[src/rtl/apb_gpio_sequencer.sv]
// apb_gpio_sequencer: APB master that replays a queued command stream
// (write OUT, write DIR, read IN, timed wait) against a GPIO slave.
// Each command becomes one zero-wait APB transfer or a cycle-count delay.
module apb_gpio_sequencer #(
    parameter int          FIFO_DEPTH = 4,
    parameter logic [31:0] BASE_ADDR  = 32'h0,
    parameter logic [5:0]  OUT_OFFSET = 6'h18,
    parameter logic [5:0]  DIR_OFFSET = 6'h1C,
    parameter int          WAIT_W     = 16
) (
    input  logic        PCLK,
    input  logic        PRST_N,
    input  logic        cmd_valid,
    output logic        cmd_ready,
    input  logic [1:0]  cmd_op,
    input  logic [31:0] cmd_data,
    output logic        rsp_valid,
    output logic [31:0] rsp_data,
    output logic        busy,
    output logic        PSEL,
    output logic        PENABLE,
    output logic        PWRITE,
    output logic [31:0] PADDR,
    output logic [31:0] PWDATA,
    input  logic [31:0] PRDATA
);

    localparam int          AW       = $clog2(FIFO_DEPTH);
    localparam logic [31:0] OUT_ADDR = BASE_ADDR | {26'd0, OUT_OFFSET};
    localparam logic [31:0] DIR_ADDR = BASE_ADDR | {26'd0, DIR_OFFSET};

    typedef enum logic [1:0] {
        OP_WR_OUT = 2'b00,
        OP_WR_DIR = 2'b01,
        OP_RD_IN  = 2'b10,
        OP_WAIT   = 2'b11
    } op_e;

    typedef enum logic [1:0] {
        S_IDLE,
        S_SETUP,
        S_ACCESS,
        S_WAIT
    } state_e;

    typedef struct packed {
        op_e         op;
        logic [31:0] data;
    } cmd_t;

    // ------------------------------------------------------------------
    // Command FIFO
    // ------------------------------------------------------------------
    cmd_t        fifo_mem [FIFO_DEPTH];
    logic [AW:0] wr_ptr;
    logic [AW:0] rd_ptr;
    logic        full;
    logic        empty;
    logic        push;
    logic        pop;
    cmd_t        head;

    state_e      state;
    state_e      state_next;

    // The extra pointer MSB tells a full FIFO apart from an empty one.
    assign full      = (wr_ptr[AW] != rd_ptr[AW]) && (wr_ptr[AW-1:0] == rd_ptr[AW-1:0]);
    assign empty     = (wr_ptr == rd_ptr);
    // No bypass: a pop in the same cycle does not reopen a full FIFO.
    assign cmd_ready = !full;
    assign push      = cmd_valid && !full;
    assign pop       = (state == S_IDLE) && !empty;
    assign head      = fifo_mem[rd_ptr[AW-1:0]];
    assign busy      = (state != S_IDLE) || !empty;

    // Capture an accepted command into the slot under the write pointer.
    // NOTE: storage is deliberately not reset; the pointers alone define
    // which entries are valid, so clearing the array would only cost logic.
    always_ff @(posedge PCLK) begin
        if (push) begin
            fifo_mem[wr_ptr[AW-1:0]] <= '{op: op_e'(cmd_op), data: cmd_data};
        end
    end

    // Advance the FIFO pointers on push and pop; they wrap naturally.
    // NOTE: clocked state uses non-blocking assignment so every register
    // sees the pre-edge value of every other register.
    always_ff @(posedge PCLK or negedge PRST_N) begin
        if (!PRST_N) begin
            wr_ptr <= '0;
            rd_ptr <= '0;
        end else begin
            if (push) wr_ptr <= wr_ptr + (AW+1)'(1);
            if (pop)  rd_ptr <= rd_ptr + (AW+1)'(1);
        end
    end

    // ------------------------------------------------------------------
    // Sequencer FSM
    // ------------------------------------------------------------------
    logic [WAIT_W-1:0] wait_cnt;
    logic [WAIT_W-1:0] wait_cnt_d;
    logic              rd_active;
    logic              rd_active_d;
    logic              psel_d;
    logic              penable_d;
    logic              pwrite_d;
    logic [31:0]       paddr_d;
    logic [31:0]       pwdata_d;
    logic              rsp_valid_d;
    logic [31:0]       rsp_data_d;

    // State register.
    always_ff @(posedge PCLK or negedge PRST_N) begin
        if (!PRST_N) state <= S_IDLE;
        else         state <= state_next;
    end

    // Next-state selection: IDLE dispatches the FIFO head, transfers take
    // SETUP then ACCESS, a wait stays put until its counter reaches zero.
    always_comb begin
        state_next = state;
        unique case (state)
            S_IDLE: begin
                if (pop) state_next = (head.op == OP_WAIT) ? S_WAIT : S_SETUP;
            end
            S_SETUP:  state_next = S_ACCESS;
            S_ACCESS: state_next = S_IDLE;
            S_WAIT: begin
                if (wait_cnt == '0) state_next = S_IDLE;
            end
            default:  state_next = S_IDLE;
        endcase
    end

    // Next values for the registered APB, response and counter outputs.
    // NOTE: every signal gets a default before the case so no path leaves
    // it unassigned, which would otherwise infer a latch.
    always_comb begin
        psel_d      = 1'b0;
        penable_d   = 1'b0;
        pwrite_d    = 1'b0;
        paddr_d     = PADDR;
        pwdata_d    = PWDATA;
        rsp_valid_d = 1'b0;
        rsp_data_d  = rsp_data;
        rd_active_d = rd_active;
        wait_cnt_d  = wait_cnt;
        unique case (state)
            S_IDLE: begin
                if (pop) begin
                    if (head.op == OP_WAIT) begin
                        wait_cnt_d = head.data[WAIT_W-1:0];
                    end else begin
                        psel_d      = 1'b1;
                        pwrite_d    = (head.op != OP_RD_IN);
                        paddr_d     = (head.op == OP_WR_DIR) ? DIR_ADDR : OUT_ADDR;
                        pwdata_d    = (head.op == OP_RD_IN) ? 32'h0 : head.data;
                        rd_active_d = (head.op == OP_RD_IN);
                    end
                end
            end
            S_SETUP: begin
                psel_d    = 1'b1;
                penable_d = 1'b1;
                pwrite_d  = PWRITE;
            end
            S_ACCESS: begin
                if (rd_active) begin
                    rsp_data_d  = PRDATA;
                    rsp_valid_d = 1'b1;
                end
            end
            S_WAIT: begin
                if (wait_cnt != '0) wait_cnt_d = wait_cnt - WAIT_W'(1);
            end
            default: ;
        endcase
    end

    // Output registers; reset aborts any transfer or wait in flight.
    always_ff @(posedge PCLK or negedge PRST_N) begin
        if (!PRST_N) begin
            PSEL      <= 1'b0;
            PENABLE   <= 1'b0;
            PWRITE    <= 1'b0;
            PADDR     <= 32'h0;
            PWDATA    <= 32'h0;
            rsp_valid <= 1'b0;
            rsp_data  <= 32'h0;
            rd_active <= 1'b0;
            wait_cnt  <= '0;
        end else begin
            PSEL      <= psel_d;
            PENABLE   <= penable_d;
            PWRITE    <= pwrite_d;
            PADDR     <= paddr_d;
            PWDATA    <= pwdata_d;
            rsp_valid <= rsp_valid_d;
            rsp_data  <= rsp_data_d;
            rd_active <= rd_active_d;
            wait_cnt  <= wait_cnt_d;
        end
    end

endmodule

[config.mk]
export PLATFORM = sky130hd
export DESIGN_NAME = apb_gpio_sequencer
export DESIGN_NICKNAME = d
export VERILOG_FILES = /design/src/rtl/apb_gpio_sequencer.sv
export SDC_FILE = /design/constraint.sdc
export NUM_CORES = 1
export LEC_CHECK = 0
export ABC_AREA = 1
export ABC_CLOCK_PERIOD_IN_PS = 7900
export CAP_MARGIN = 20
export CORE_UTILIZATION = 57
export CTS_BUF_LIST = sky130_fd_sc_hd__clkbuf_16
export CTS_CLUSTER_DIAMETER = 120
export DETAILED_ROUTE_END_ITERATION = 8
export PLACE_DENSITY = 0.89
export SLEW_MARGIN = 20
export SYNTH_ARGS = -nofsm -noshare
export SYNTH_HDL_FRONTEND = slang
export SYNTH_SLANG_ARGS = --single-unit
[constraint.sdc]
create_clock -name PCLK -period 7.9 [get_ports PCLK]
set_input_delay 2.37 -clock PCLK [delete_from_list [all_inputs] [get_ports PCLK]]
set_output_delay 2.37 -clock PCLK [all_outputs]
set_load 0.01 [all_outputs]
==> results.cfg <==
[run_status]
status = complete, no violations

[clock_tree]
numCtsBuffers = 23
tritoncts = done
cts-root-buf = clkbuf_16
cts.hold.buffers_added = 0
clock_path_buffers = 3
clk_pin_slew_worst_paths_ns = 0.06
cts_sinks = 231
clk_latency_ns = 0.51
h-tree-depth = 1
cts_resized = 0
post-cts-setup-buffers = 0

[global_routing]
overflow = 0
grt_use_total_pct = 24.6
grt_use_met1_pct = 31.3
grt.met3_usage_pct = 3.77
grt_util_met2_pct = 42.9
grt_pass1_vias = 6879
grt_pass1_wl_mm = 33.9
grt_max_degree = 78
top_usage_layer = met2
antenna_found_initial = 0

[yosys]
yosysUniqueCellTypes = 30
ys_seq_area_share_pct = 66.7
synth_commonest_cells = 341 x nand2_1, 136 x edfxtp_1, 95 x dfrtp_1, 62 x nor2_1, 47 x o21ai_0
ys_warn_count = 0
synth-edff-count = 136
synth_area_per_cell_um2 = 10.3
yosys.area.top_type_share_pct = 42.2
synth_area_leaders = edfxtp_1 42%, dfrtp_1 25%, nand2_1 13%
synth-async-reset-ratio_pct = 41.1
synth_cells = 937
syn_area_um2 = 9690
synth.most_common_cell = nand2_1
yosys.area.top_type = edfxtp_1
synth_ff_type = edfxtp_1
ys_ff_latch = 231

[die]
io_pins = 171
start_util_pct = 58.4
die_y_um = 132
die_area_um2 = 17500
coreArea_um2 = 16600
die_w_um = 132
rows = 47

[critical_path]
path_class = reg -> out
path_cells = buf_4 -> inv_4 -> nand2_1 -> nand2_1 -> nand3_2 -> nor3_1 -> inv_1 -> clkdlybuf4s50_1
path_common_cell = nand2_1
critPathCaptureType = output pin
cp.arrival_ns = 3.07
ff2ff_path_depth = 7
start_kind = flip-flop
cp.buffers_inverters = 4
slowest_delay_ns = 0.60
critical_path_depth = 8
crit_family = buffers and inverters
critical-path-slowest-cell = inv_4
required_ns = 5.53
worstPathMaxFanout = 71

[sta]
layout_setup_ws_ns = 2.46
setup_tns_ns = 0
slew_headroom_pct = 24.9
drv_slew = 0
tightestPinTransition_ns = 1.12
fin_skew_ns = 0.0103
finalCritPeriodShare_pct = 68.8
finalHoldViolations = 0
setup_viol = 0
period_needed_ns = 5.44
max_freq_mhz = 184
rsz0062_at_grt = false

[cells_and_area]
diodes = 0
instances_no_fill = 1302
synthToLayoutAreaGrowth_pct = 23.3
fillCellCount = 1108
multi_input_area_um2 = 2750
layout.area.seq_um2 = 6460
drive_above_1_share_pct = 5.64
fin_nets = 1140
postLayoutCellArea_um2 = 11900

[placement]
place_congestion = 0.842
place_ws_ns = 3.08
dp_hpwl_mm = 13.1
dp_cells = 1258
port_buffers = 141
placed_cell_area_um2 = 11100

[detailed_routing]
drt_wl_total_mm = 21.5
vias_per_cell = 5.41
final_antenna_net_count = 0
wl_per_cell_um = 16.5
route.detailed.drc = 0
dr.first_iter.drc_count = 726
dr.pass1.iters = 6
num_vias = 7047

[power_and_ir_drop]
peakVddDrop_mv = 0.261
p_leak_uw = 0.00507
power_uw = 5080
power_density_nw_per_um2 = 425

[flow_run]
maxCapViolations = 0

[hold_path]
whs_path_depth = 2
min_path_type = reg -> reg
==> worst paths after layout <==
kind	from	end	slack (ns)
worst max-delay path	rd_ptr[0]	busy	2.46
worst min-delay path	rsp_data[15]	rsp_data[15]	0.47
worst max register to register	rd_ptr[0]	fifo_mem[3][8]	4.45
worst min register to register	rsp_data[15]	rsp_data[15]	0.47
max in group asynchronous	PRST_N	rd_ptr[0]	4.87
min in group asynchronous	PRST_N	PWDATA[19]	1.74
==> worst min-delay path: cells and delay by family, from the launching register on <==
family	cells	cell delay, ns
AND/OR/NAND/NOR	2	0.09
flip-flops	1	0.34
==> cell type report <==
type | instances | share of cell area (%)
Sequential cell | 231 | 54.1
Tap cell | 220 | 2.31
Timing Repair Buffer | 146 | 12.4
Multi-Input combinational cell | 615 | 23.0
Clock buffer | 23 | 4.82
Inverter | 48 | 1.53
Clock inverter | 19 | 1.83
==> layer usage <==
layer	wire length, um	share of wire, %
met1	8420	39
met2	10900	51
met3	1820	8.4
met4	388	1.8
met5	0	0
==> report_power, final <==
part | internal (uW) | switching (uW) | leakage, uW
combinational | 751 | 1290 | 0.00224
sequential | 1690 | 209 | 0.00242
clock | 694 | 448 | 0.000404
==> kinds of logic (layout without fill, tap and decap cells) <==
group | Yosys count | in the layout | share of synthesized area, %
AOI/OAI and AO/OA | 116 | 116 | 6.82
xor gates and xnor gates | 4 | 4 | 0.362
adders and majority gates | 6 | 6 | 0.775
and+or+nand+nor | 460 | 460 | 18.9
other | 1 | 29 | 0.0387
buffers and inverters | 119 | 236 | 6.38
DFF | 231 | 231 | 66.7
==> cell usage in the layout, fill, tap and decap left out, types with 4 or more instances in the layout <==
cell,Yosys,final
o21ai_1,28,28
clkdlybuf4s50_1,0,140
conb_1,1,29
nand3_1,42,42
bufinv_16,0,5
nor2_4,0,4
dfrtp_1,95,94
a32o_1,12,12
clkbuf_16,0,23
inv_1,43,48
nand2_1,341,341
inv_2,4,4
ha_1,6,6
buf_4,32,4
a21oi_1,14,14
o22ai_1,14,14
nor2_1,62,58
o21ai_0,47,47
nand2_2,6,6
edfxtp_1,136,136
clkinv_1,0,4
==> flip-flops by register name (all words and copies together), names as in the netlist <==
signal,cells
PADDR,2
PENABLE,1
PSEL,1
PWDATA,32
PWRITE,1
fifo_mem,136
rd_active,1
rd_ptr,3
rsp_data,32
rsp_valid,1
state,2
wait_cnt,16
wr_ptr,3
==> stage by stage <==
stage               hold slack [ns]  utilization, %
finish                        0.468            72.0
global route                  0.492            72.0
global placement              0.453            66.9
detailed placement            0.457            66.9
floorplan                     0.449               -
CTS                           0.474            71.7
(Power assumes the default switching activity.)
